[config.mk]
export PLATFORM = sky130hd
export DESIGN_NAME = ram_arbiter
export DESIGN_NICKNAME = d
export VERILOG_FILES = /design/src/rtl/ram_arbiter_pkg.sv /design/src/rtl/ram_arbiter.sv
export SDC_FILE = /design/constraint.sdc
export NUM_CORES = 1
export LEC_CHECK = 0
export CAP_MARGIN = 25
export CELL_PAD_IN_SITES_DETAIL_PLACEMENT = 1
export CELL_PAD_IN_SITES_GLOBAL_PLACEMENT = 1
export CORE_MARGIN = 4
export CORE_UTILIZATION = 18
export DETAILED_ROUTE_END_ITERATION = 6
export GPL_ROUTABILITY_DRIVEN = 0
export PLACE_DENSITY = 0.72
export SLEW_MARGIN = 15
export SYNTH_ARGS = -nofsm -noshare
export SYNTH_HDL_FRONTEND = slang
export SYNTH_SLANG_ARGS = --single-unit
[constraint.sdc]
create_clock -name clk -period 1.65 [get_ports clk]
set_clock_uncertainty 0.15 [all_clocks]
set_input_delay 0.495 -clock clk [delete_from_list [all_inputs] [get_ports clk]]
set_output_delay 0.495 -clock clk [all_outputs]
set_load 0.01 [all_outputs]
[src/rtl/ram_arbiter_pkg.sv]
// Shared encodings for the RAM arbiter: FSM states, owner codes and
// last-owner tags.
package ram_arbiter_pkg;

  typedef enum logic [1:0] {
    ARB_IDLE    = 2'd0,
    ARB_OWN_CPU = 2'd1,
    ARB_OWN_LDR = 2'd2,
    ARB_TURN    = 2'd3
  } arb_state_t;

  localparam logic [1:0] OWNER_NONE = 2'b00;
  localparam logic [1:0] OWNER_CPU  = 2'b01;
  localparam logic [1:0] OWNER_LDR  = 2'b10;

  localparam logic LAST_CPU = 1'b0;
  localparam logic LAST_LDR = 1'b1;

endpackage

[src/rtl/ram_arbiter.sv]
// Round-robin owner of the single-port RAM shared by the CPU datapath and the
// loader/debug port, with a per-grant access limit and one-cycle turnaround.
module ram_arbiter
  import ram_arbiter_pkg::*;
#(
  parameter int ADDR_WIDTH = 8,
  parameter int DATA_WIDTH = 8,
  parameter int MAX_HOLD   = 4
) (
  input  logic                  clk,
  input  logic                  reset_cycle,
  input  logic                  cpu_req,
  input  logic                  cpu_we,
  input  logic [ADDR_WIDTH-1:0] cpu_addr,
  input  logic [DATA_WIDTH-1:0] cpu_wdata,
  output logic                  cpu_gnt,
  output logic                  cpu_rvalid,
  input  logic                  ldr_req,
  input  logic                  ldr_we,
  input  logic [ADDR_WIDTH-1:0] ldr_addr,
  input  logic [DATA_WIDTH-1:0] ldr_wdata,
  output logic                  ldr_gnt,
  output logic                  ldr_rvalid,
  output logic [ADDR_WIDTH-1:0] ram_addr,
  output logic                  ram_we,
  output logic [DATA_WIDTH-1:0] ram_wdata,
  input  logic [DATA_WIDTH-1:0] ram_rdata,
  output logic [DATA_WIDTH-1:0] rdata,
  output logic [1:0]            owner
);

  localparam logic [3:0] HOLD_LIMIT = 4'(MAX_HOLD);

  arb_state_t state, state_next;
  logic [3:0] hold_cnt, hold_next, hold_inc;
  logic       last_owner, last_owner_next;
  logic       cpu_access, ldr_access;
  logic       cpu_rd_p1, ldr_rd_p1;

  assign cpu_access = cpu_gnt & cpu_req;
  assign ldr_access = ldr_gnt & ldr_req;
  assign hold_inc   = hold_cnt + 4'd1;

  always_comb begin
    state_next      = state;
    hold_next       = hold_cnt;
    last_owner_next = last_owner;
    case (state)
      ARB_IDLE: begin
        // On contention the requester that did not own the RAM last wins
        if (cpu_req && (!ldr_req || last_owner == LAST_LDR)) begin
          state_next = ARB_OWN_CPU;
          hold_next  = 4'd0;
        end else if (ldr_req) begin
          state_next = ARB_OWN_LDR;
          hold_next  = 4'd0;
        end
      end
      ARB_OWN_CPU: begin
        last_owner_next = LAST_CPU;
        if (!cpu_req) begin
          state_next = ARB_IDLE;
        end else if (hold_inc >= HOLD_LIMIT) begin
          hold_next = 4'd0;
          if (ldr_req) state_next = ARB_TURN;
        end else begin
          hold_next = hold_inc;
        end
      end
      ARB_OWN_LDR: begin
        last_owner_next = LAST_LDR;
        if (!ldr_req) begin
          state_next = ARB_IDLE;
        end else if (hold_inc >= HOLD_LIMIT) begin
          hold_next = 4'd0;
          if (cpu_req) state_next = ARB_TURN;
        end else begin
          hold_next = hold_inc;
        end
      end
      ARB_TURN: begin
        hold_next  = 4'd0;
        state_next = (last_owner == LAST_LDR) ? ARB_OWN_CPU : ARB_OWN_LDR;
      end
      default: state_next = ARB_IDLE;
    endcase
  end

  // p0 -> p1: grant/state update and read-return tracking
  always_ff @(posedge clk or posedge reset_cycle) begin
    if (reset_cycle) begin
      state      <= ARB_IDLE;
      hold_cnt   <= 4'd0;
      last_owner <= LAST_LDR;
      cpu_gnt    <= 1'b0;
      ldr_gnt    <= 1'b0;
      cpu_rd_p1  <= 1'b0;
      ldr_rd_p1  <= 1'b0;
    end else begin
      state      <= state_next;
      hold_cnt   <= hold_next;
      last_owner <= last_owner_next;
      cpu_gnt    <= (state_next == ARB_OWN_CPU);
      ldr_gnt    <= (state_next == ARB_OWN_LDR);
      cpu_rd_p1  <= cpu_access & ~cpu_we;
      ldr_rd_p1  <= ldr_access & ~ldr_we;
    end
  end

  assign cpu_rvalid = cpu_rd_p1;
  assign ldr_rvalid = ldr_rd_p1;
  assign rdata      = ram_rdata;

  always_comb begin
    ram_addr  = '0;
    ram_wdata = '0;
    ram_we    = 1'b0;
    owner     = OWNER_NONE;
    if (cpu_gnt) begin
      ram_addr  = cpu_addr;
      ram_wdata = cpu_wdata;
      ram_we    = cpu_we & cpu_req;
      owner     = OWNER_CPU;
    end else if (ldr_gnt) begin
      ram_addr  = ldr_addr;
      ram_wdata = ldr_wdata;
      ram_we    = ldr_we & ldr_req;
      owner     = OWNER_LDR;
    end
  end

endmodule
==> impl_metrics.ini, run 1 <==
[finish]
diodes = 0
nNetsFinal = 213
design_area_um2 = 1590
syn2layout_area_growth_pct = 89.3
layout-drive-gt1-share = 0.400
finalCoreUtilization = 0.358

[worst_hold_path]
hold_path.class = reg2reg
min_from = hold_cnt[2]
min_to = hold_cnt[2]
min_path_cells = 1

[worst_setup_path]
start_kind = input port
criticalPathCategory = in2out
r2r_setup_slack_ns = -0.07
worstReg2RegEnd = cpu_gnt
arrival_ns = 1.23
required_ns = 1.00
critPathCaptureType = primary output
r2r-start = state[0]
critPathMaxFanout = 1
reg2regPathDepth = 6

[job]
max-cap-violations = 0

[synthesis]
synth_area_um2 = 841
yosys_warnings = 0
seq_area_frac_synth = 0.329
synthArstFlopShare = 1.00
synth_compound_area_frac = 0.321
synth.top_cell.area_share = 0.298
postSynthCellCount = 91
synth_flop_cell = dfrtp_1
synth-simple-area-share = 0.129
synthAdderAreaFrac = 0.0893
synth_area_per_cell_um2 = 9.24
synth-edff-count = 0
synth_fp_nets = 143
ys_seq_elements = 11
synth_top_cells_by_area = dfrtp_1, a22o_1, ha_1, buf_4, o21ai_0
synthMuxAreaShare = 0
synth_xor_area_frac = 0
synth_top_area_cell = dfrtp_1
synth_top_family_by_area = compound AO/OA/AOI/OAI gates
ys_types = 26

[grt]
grt_pass1_vias = 1074
grt_usage = 0.115
grt-ovfl-total = 0
grt_pass1_wl_um = 5540
grt_max_degree = 23
grt_antenna_before_repair = 0

[cts]
path_clk_slew_ns = 0.05
clkSinkCount = 11
clockBufferDepth = 2
cts_root_buffer = clkbuf_8
htreeDepth = 1
cts-buffers-inserted = 3
cts_tree = done
hold_buffers = 0
clk_latency_ns = 0.24

[power_and_ir_drop]
ir_drop_v = 0.000459
combPwrFrac = 0.699
p_per_area_nw_per_um2 = 1470
p_switching_mw = 0.960
clkPwrFrac = 0.114
p_total_mw = 2.34
internal-power_mw = 1.38
swShare = 0.410
seqPwrFrac = 0.187
power.leakage_nw = 0.823

[die]
rows = 24
coreArea_um2 = 4440
initial_core_util = 0.189
die_y_um = 76.3
die_width_um = 76.3
pin_count = 77
dieArea_um2 = 5830

[sta]
max_freq_mhz = 533
min_period_over_period = 1.14
finalHoldViolCount = 0
worst_pin_slew_ns = 0.429
finalSetupViolations = 22
relSlewSlack = 0.714
tns_ns = -3.49
rsz0062_at_grt = yes
fin_crit_ns = 1.88
maxSlewViolCount = 0
layout_setup_ws_ns = -0.228

[route]
wire_per_inst_um = 16.8
firstDrtPassIters = 5
final_antenna_net_count = 0
dr_total_vias = 983
drtIter0Drc = 16
wl_um = 3570
routed_via_density = 4.64
drc = 0

[place]
portBuffers = 60
post-place-ws_ns = -0.817
dp_hpwl_um = 2790
dpl-instance-area_um2 = 1520

[outcome]
violations = negative setup slack
status = finished, violations left
## worst max-delay path, cell delays in order
cell	delay (ns)
clkdlybuf4s50_1	0.39
a22o_1	0.22
buf_6	0.13
## synth_stat cells (3+ instances only)
| master | count |
|---|---|
| dfrtp_1 | 10 |
| ha_1 | 6 |
| nand2_1 | 7 |
| clkbuf_1 | 3 |
| buf_4 | 9 |
| nand3_1 | 3 |
| inv_1 | 7 |
| o21ai_0 | 6 |
| a22o_1 | 16 |
| nor2b_1 | 3 |
## worst max-delay path by stage
stage / end / startpoint / slack (ns) / cells past startpoint
6_report: ram_addr[4] / ldr_addr[4] / -0.23 / 3
5_1_grt: ram_addr[4] / cpu_gnt / -0.27 / 4
4_1_cts: ram_addr[2] / ldr_gnt / -0.22 / 4
3_5_place_dp: ram_we / ldr_req / -0.82 / 4
3_3_place_gp: ram_we / ldr_req / -0.81 / 4
2_1_floorplan: ram_addr[0] / ldr_gnt / -0.07 / 4
## kinds of logic (layout without fill, tap and decap cells)
group           count (synthesis)  count (layout)
buf+inv                        20              89
compound gates                 33              33
fa+ha+maj                       6               6
flops                          11              11
simple gates                   21              21
## cell type report
class	instances	area (µm²)
multi-input cells	60	526
clock buffers	3	41.3
flip-flops and latches	11	280
inverters	7	26.3
repair buffers	78	648
well taps	52	65.1
clock inverters	1	5.00
fillers	527	2850
## placed cells by master, fill, tap and decap left out, drive strengths merged, types with 2 or more instances in the layout
| master | Yosys | routed |
|---|---|---|
| clkdlybuf4s50 | 0 | 6 |
| nand3 | 3 | 3 |
| nor2 | 3 | 3 |
| a221o | 2 | 2 |
| ha | 6 | 6 |
| nor2b | 3 | 3 |
| o2bb2ai | 2 | 2 |
| nor3 | 2 | 2 |
| and2 | 2 | 2 |
| o21ai | 7 | 7 |
| dlygate4sd2 | 0 | 28 |
| clkdlybuf4s15 | 0 | 2 |
| dfrtp | 10 | 10 |
| nand2 | 7 | 7 |
| a22o | 16 | 16 |
| o211ai | 2 | 2 |
| inv | 7 | 7 |
| clkbuf | 3 | 6 |
| buf | 10 | 36 |
| dlymetal6s2s | 0 | 3 |
## per-layer routing
layer	share of wire	vias to the layer above	global-route usage
met5	0	-	0
met1	0.40	464	0.126
met3	0.11	0	0.0485
met4	0	0	0.0163
li1	-	458	-
met2	0.49	61	0.210
## metrics by stage
step           hold slack, ns  cells
4_1_cts                 0.384    211
6_report                0.381    212
3_5_place_dp            0.368    203
2_1_floorplan           0.197     91
3_3_place_gp            0.351    203
5_1_grt                 0.401    212
## flip-flops by register name, summed over array words and instances (netlist names)
signal      count
last_owner      1
cpu_rvalid      1
ldr_gnt         1
state           2
cpu_gnt         1
ldr_rvalid      1
hold_cnt        4
## power by group through the flow
stage / Sequential, mW / Combinational (mW) / Clock, mW
finish: 0.437 / 1.64 / 0.267
global route: 0.449 / 1.79 / 0.293
CTS: 0.439 / 1.51 / 0.277
detailed placement: 0.428 / 1.52 / 0
global placement: 0.425 / 1.45 / 0
floorplan: 0.440 / 0.759 / 0
## repair_timing
action,CTS,global route
buffers inserted,3,1
endpoints found under the setup margin,31,29
gates resized for setup,126,22
pin swaps,20,11
cloned,1,0
Note: power is estimated with default switching activity, not from simulation.
==> run 2: changes to the inputs <==
--- a/config.mk
+++ b/config.mk
@@ -8,7 +8,7 @@
 export CAP_MARGIN = 25
 export CELL_PAD_IN_SITES_DETAIL_PLACEMENT = 1
 export CELL_PAD_IN_SITES_GLOBAL_PLACEMENT = 1
-export CORE_MARGIN = 4
+export CORE_MARGIN = 2
 export CORE_UTILIZATION = 18
 export DETAILED_ROUTE_END_ITERATION = 6
 export GPL_ROUTABILITY_DRIVEN = 0
==> run 2 against run 1 <==
Against the previous run:
- the flow still finishes with violations (negative setup slack)
- non-clock buffer count unchanged
- critical path depth up 2
- highest routed layer is now met4
- sequential power up 4%
- register-to-register slack worse by 0.02 ns
- via count up 0.81%
- core utilization up 1.3 points
- power up 1.7%
- worst hold slack worse by 0.059 ns
==> impl_metrics.ini, run 2 (same netlist as run 1, synthesis figures left out) <==
[worst_hold_path]
hold_path.class = in2reg
min_from = ldr_we
min_to = ldr_rvalid
min_path_cells = 2

[grt]
grt_max_degree = 12
grt_antenna_before_repair = 0
grt_pass1_vias = 1128
grt_usage = 0.140
grt-ovfl-total = 0
grt_util_met1 = 0.137
gr-usage-met2 = 0.279
gr-usage-met3 = 0.0389
busiest_layer = met2
grt_pass1_wl_um = 5600

[sta]
finalSetupViolations = 22
worst_pin_slew_ns = 0.422
min_period_over_period = 1.20
rsz0062_at_grt = yes
max_freq_mhz = 504
timing.hold.ws_ns = 0.322
maxSlewViolCount = 0
layout_setup_ws_ns = -0.336
tns_ns = -4.83
finalHoldViolCount = 0
relSlewSlack = 0.718
fin_crit_ns = 1.99

[worst_setup_path]
critPathMaxFanout = 8
start_kind = flop
arrival_ns = 1.34
r2r_setup_slack_ns = -0.09
crit_chain = nor2b_4 > buf_6 > buf_6 > a22o_1 > buf_2
criticalPathCategory = reg2out
cp.depth = 5
cp_top_family = flip-flops
worstReg2RegEnd = ldr_gnt
reg2regPathDepth = 6
critPathCaptureType = primary output
r2r-start = state[0]
crit_top_cell = buf_6
critPathMaxStageDelay_ns = 0.39
required_ns = 1.00
crit_slowest_cell = dfrtp_1
cp_num_buf_inv = 3
worstSetupStartpoint = ldr_gnt

[job]
max-cap-violations = 0

[finish]
largest_reg_flops = 4
seqCellArea_um2 = 280
top_regs = hold_cnt (4), state (2)
multi_input_area_um2 = 522
final_cells = 212
final_common_cell = clkdlybuf4s50_1
layout_common_cells = clkdlybuf4s50_1, a22o_1, buf_2
syn2layout_area_growth_pct = 95.1
layout-drive-gt1-share = 0.438
nNetsFinal = 213
regMostFlops = hold_cnt
diodes = 0
fillers = 517

[route]
wl_um = 3580
firstDrtPassIters = 2
dr_total_vias = 991
drc = 0
routed_via_density = 4.67
final_antenna_net_count = 0
wire_per_inst_um = 16.9
drtIter0Drc = 7

[cts]
cts_root_buffer = clkbuf_8
hold_buffers = 0
cts-buffers-inserted = 3
htreeDepth = 1
clk_latency_ns = 0.24
cts_tree = done
clockBufferDepth = 2
clkSinkCount = 11
path_clk_slew_ns = 0.05

[outcome]
status = finished, violations left
violations = negative setup slack

[power_and_ir_drop]
p_per_area_nw_per_um2 = 1450
power.leakage_nw = 0.823
ir_drop_v = 0.000370

[place]
dp_hpwl_um = 2850
portBuffers = 60
dpl.cell_count = 202

[die]
die_width_um = 72.3
die_y_um = 72.3
dieArea_um2 = 5230
rows = 24
coreArea_um2 = 4410
pin_count = 77
initial_core_util = 0.190
run 2: where the power goes:
group	leakage, nW	total [mW]	internal (mW)	switching [mW]
registers	0.138	0.454	0.365	0.0883
clock network	0.0255	0.276	0.167	0.110
logic	0.659	1.65	0.883	0.768
run 2: how the worst max path moves through the flow:
stage / end / slack [ns]
after CTS: ram_we / -0.35
final: ram_wdata[5] / -0.34
after detailed placement: ram_we / -0.94
after global routing: ram_wdata[5] / -0.38
after floorplan: ram_addr[0] / -0.07
after global placement: ram_we / -0.89
run 2: stage by stage:
step                setup WS (ns)  instance area [µm²]   util  power (mW)
floorplan                 -0.0728                  851      -        1.20
global placement           -0.894                 1520  0.343        1.88
detailed placement         -0.939                 1520  0.343        1.98
CTS                        -0.351                 1610  0.365        2.39
global route               -0.384                 1640  0.372        2.56
finish                     -0.336                 1640  0.372        2.38
run 2: cell type report:
cell class              count  share of cell area
flip-flops and latches     11               0.171
inverters                   7              0.0160
clock inverters             1             0.00305
well taps                  52              0.0397
clock buffers               3              0.0252
multi-input cells          60               0.318
repair buffers             78               0.427
run 2: routing by layer:
metal / up-vias / part of all wire
met5: - / 0
met4: 0 / 0.011
met3: 5 / 0.11
met2: 59 / 0.53
met1: 467 / 0.35
li1: 460 / -
run 2: timing repair:
item                                    CTS  global route
setup buffers                             4             3
endpoints found under the setup margin   31            29
resized for setup                       119            25
gates cloned                              2             0
pin swaps                                15            14
==> run 3: changes to the inputs <==
--- a/config.mk
+++ b/config.mk
@@ -12,7 +12,9 @@
 export CORE_UTILIZATION = 18
 export DETAILED_ROUTE_END_ITERATION = 6
 export GPL_ROUTABILITY_DRIVEN = 0
+export HOLD_SLACK_MARGIN = 0.05
 export PLACE_DENSITY = 0.72
+export SKIP_LAST_GASP = 1
 export SLEW_MARGIN = 15
 export SYNTH_ARGS = -nofsm -noshare
 export SYNTH_HDL_FRONTEND = slang
==> run 3 against run 2 <==
Against the previous run:
- the flow still finishes with violations (negative setup slack)
- core utilization is 0.31 points lower
- sequential share of layout area rose by 0.14 points
- cell count did not move
- global-route usage is 0.058 points lower
- sequential cell count stayed put
- wire length down 0.39%
- cell area decreased by 0.84%
- combinational power about the same
- critical path type unchanged
- largest cell class unchanged
- largest power group unchanged
- highest routed layer unchanged
==> impl_metrics.ini, run 3 (same netlist as run 1, synthesis figures left out) <==
[outcome]
status = finished, violations left
violations = negative setup slack

[finish]
layout_common_cells = clkdlybuf4s50_1, a22o_1, buf_2
fillers = 511
syn2layout_area_growth_pct = 93.5
regMostFlops = hold_cnt
layout-drive-gt1-share = 0.406
diodes = 0
final_common_cell = clkdlybuf4s50_1
largest_reg_flops = 4
nNetsFinal = 213
design_area_um2 = 1630
top_regs = hold_cnt (4), state (2)
finalCoreUtilization = 0.368

[place]
post-place-ws_ns = -0.939
dpl-instance-area_um2 = 1520
dp_hpwl_um = 2850
portBuffers = 60

[grt]
grt-ovfl-total = 0
grt_usage = 0.140
grt_max_degree = 12
grt_pass1_wl_um = 5570
grt_pass1_vias = 1125
grt_antenna_before_repair = 0

[sta]
finalHoldViolCount = 0
worst_pin_slew_ns = 0.427
rsz0062_at_grt = yes
layout_setup_ws_ns = -0.331
finalSetupViolations = 22
fin_crit_ns = 1.98
min_period_over_period = 1.20
maxSlewViolCount = 0
relSlewSlack = 0.715
tns_ns = -4.80
max_freq_mhz = 505

[die]
coreArea_um2 = 4410
rows = 24
die_y_um = 72.3
die_width_um = 72.3
initial_core_util = 0.190
pin_count = 77
dieArea_um2 = 5230

[worst_setup_path]
r2r-start = state[0]
start_kind = flop
critPathMaxFanout = 8
crit_slowest_cell = dfrtp_1
arrival_ns = 1.34
r2r_setup_slack_ns = -0.09
critPathCapture = ram_wdata[5]
critPathMaxStageDelay_ns = 0.39
worstSetupStartpoint = ldr_gnt
worstReg2RegEnd = ldr_gnt
required_ns = 1.00
reg2regPathDepth = 6
criticalPathCategory = reg2out
crit_chain = nor2b_4 > buf_6 > buf_6 > a22o_1 > buf_2
critPathCaptureType = primary output
crit_top_cell = buf_6

[power_and_ir_drop]
clkPwrFrac = 0.117
internal-power_mw = 1.40
power.leakage_nw = 0.815
p_switching_mw = 0.955
seqPwrFrac = 0.192
combPwrFrac = 0.691
p_total_mw = 2.36
ir_drop_v = 0.000367
p_per_area_nw_per_um2 = 1450
swShare = 0.405

[cts]
cts_tree = done
clockBufferDepth = 2
hold_buffers = 0
htreeDepth = 1
path_clk_slew_ns = 0.05
cts_root_buffer = clkbuf_8
clk_latency_ns = 0.24
clkSinkCount = 11
cts-buffers-inserted = 3

[route]
final_antenna_net_count = 0
wire_per_inst_um = 16.8
dr_total_vias = 1001
firstDrtPassIters = 2
wl_um = 3570
routed_via_density = 4.72
drc = 0
drtIter0Drc = 11

[worst_hold_path]
hold_path.class = in2reg

[job]
max-cap-violations = 0
run 3: cell types whose count changed in the layout (fill, tap and decap cells not counted):
cell and change:
nand3_1 +1, clkbuf_2 -1, nand3_2 -1, clkdlybuf4s50_1 +2
buf_8 +1, buf_12 -1, nand2_2 -1, dlygate4sd2_1 -1
o21ai_1 +2, nand2_1 +1, o21ai_2 -2
run 3: how the worst min path moves through the flow:
| stage | startpoint | to | slack [ns] | cells past startpoint |
|---|---|---|---|---|
| floorplan | reset_cycle | cpu_gnt | 0.20 | 1 |
| global placement | hold_cnt[2] | hold_cnt[2] | 0.34 | 1 |
| detailed placement | hold_cnt[2] | hold_cnt[2] | 0.38 | 1 |
| CTS | hold_cnt[3] | hold_cnt[3] | 0.40 | 1 |
| global route | ldr_we | ldr_rvalid | 0.34 | 2 |
| finish | ldr_we | ldr_rvalid | 0.32 | 2 |
run 3: stage by stage:
| step | instances | hold slack [ns] |
|---|---|---|
| 3_5_place_dp | 202 | 0.379 |
| 5_1_grt | 212 | 0.336 |
| 6_report | 212 | 0.322 |
| 3_3_place_gp | 202 | 0.345 |
| 4_1_cts | 212 | 0.400 |
| 2_1_floorplan | 91 | 0.197 |
run 3: routing by layer:
| layer | wire, µm | global-route usage | vias to the layer above |
|---|---|---|---|
| met5 | 0 | 0 | - |
| li1 | - | - | 461 |
| met3 | 385 | 0.0389 | 7 |
| met2 | 1900 | 0.279 | 61 |
| met1 | 1220 | 0.135 | 472 |
| met4 | 61 | 0.0461 | 0 |
run 3: repair_timing:
action	CTS	global route
endpoints found under the setup margin	31	29
pin swaps	15	17
cloned	2	0
gates resized for setup	115	20
buffers inserted	4	3
run 3: power by group through the flow:
| stage | sequential [mW] | clock, mW | combinational, mW |
|---|---|---|---|
| global route | 0.465 | 0.295 | 1.77 |
| detailed placement | 0.432 | 0 | 1.54 |
| floorplan | 0.440 | 0 | 0.759 |
| CTS | 0.450 | 0.285 | 1.66 |
| global placement | 0.424 | 0 | 1.46 |
| finish | 0.453 | 0.276 | 1.63 |
run 3: area by class of cell:
cell class / instances / area (µm²) / share of cell area
Sequential cell: 11 / 280 / 0.172
Clock buffer: 3 / 41.3 / 0.0254
Clock inverter: 1 / 5.00 / 0.00308
Timing Repair Buffer: 78 / 702 / 0.432
Tap cell: 52 / 65.1 / 0.0400
Multi-Input combinational cell: 60 / 507 / 0.312
Inverter: 7 / 26.3 / 0.0162
run 3: critical path, delay by kind of cell (launching register included):
family	cells	cell delay (ns)
buf+inv	3	0.38
flops	1	0.39
compound gates	1	0.18
simple gates	1	0.14
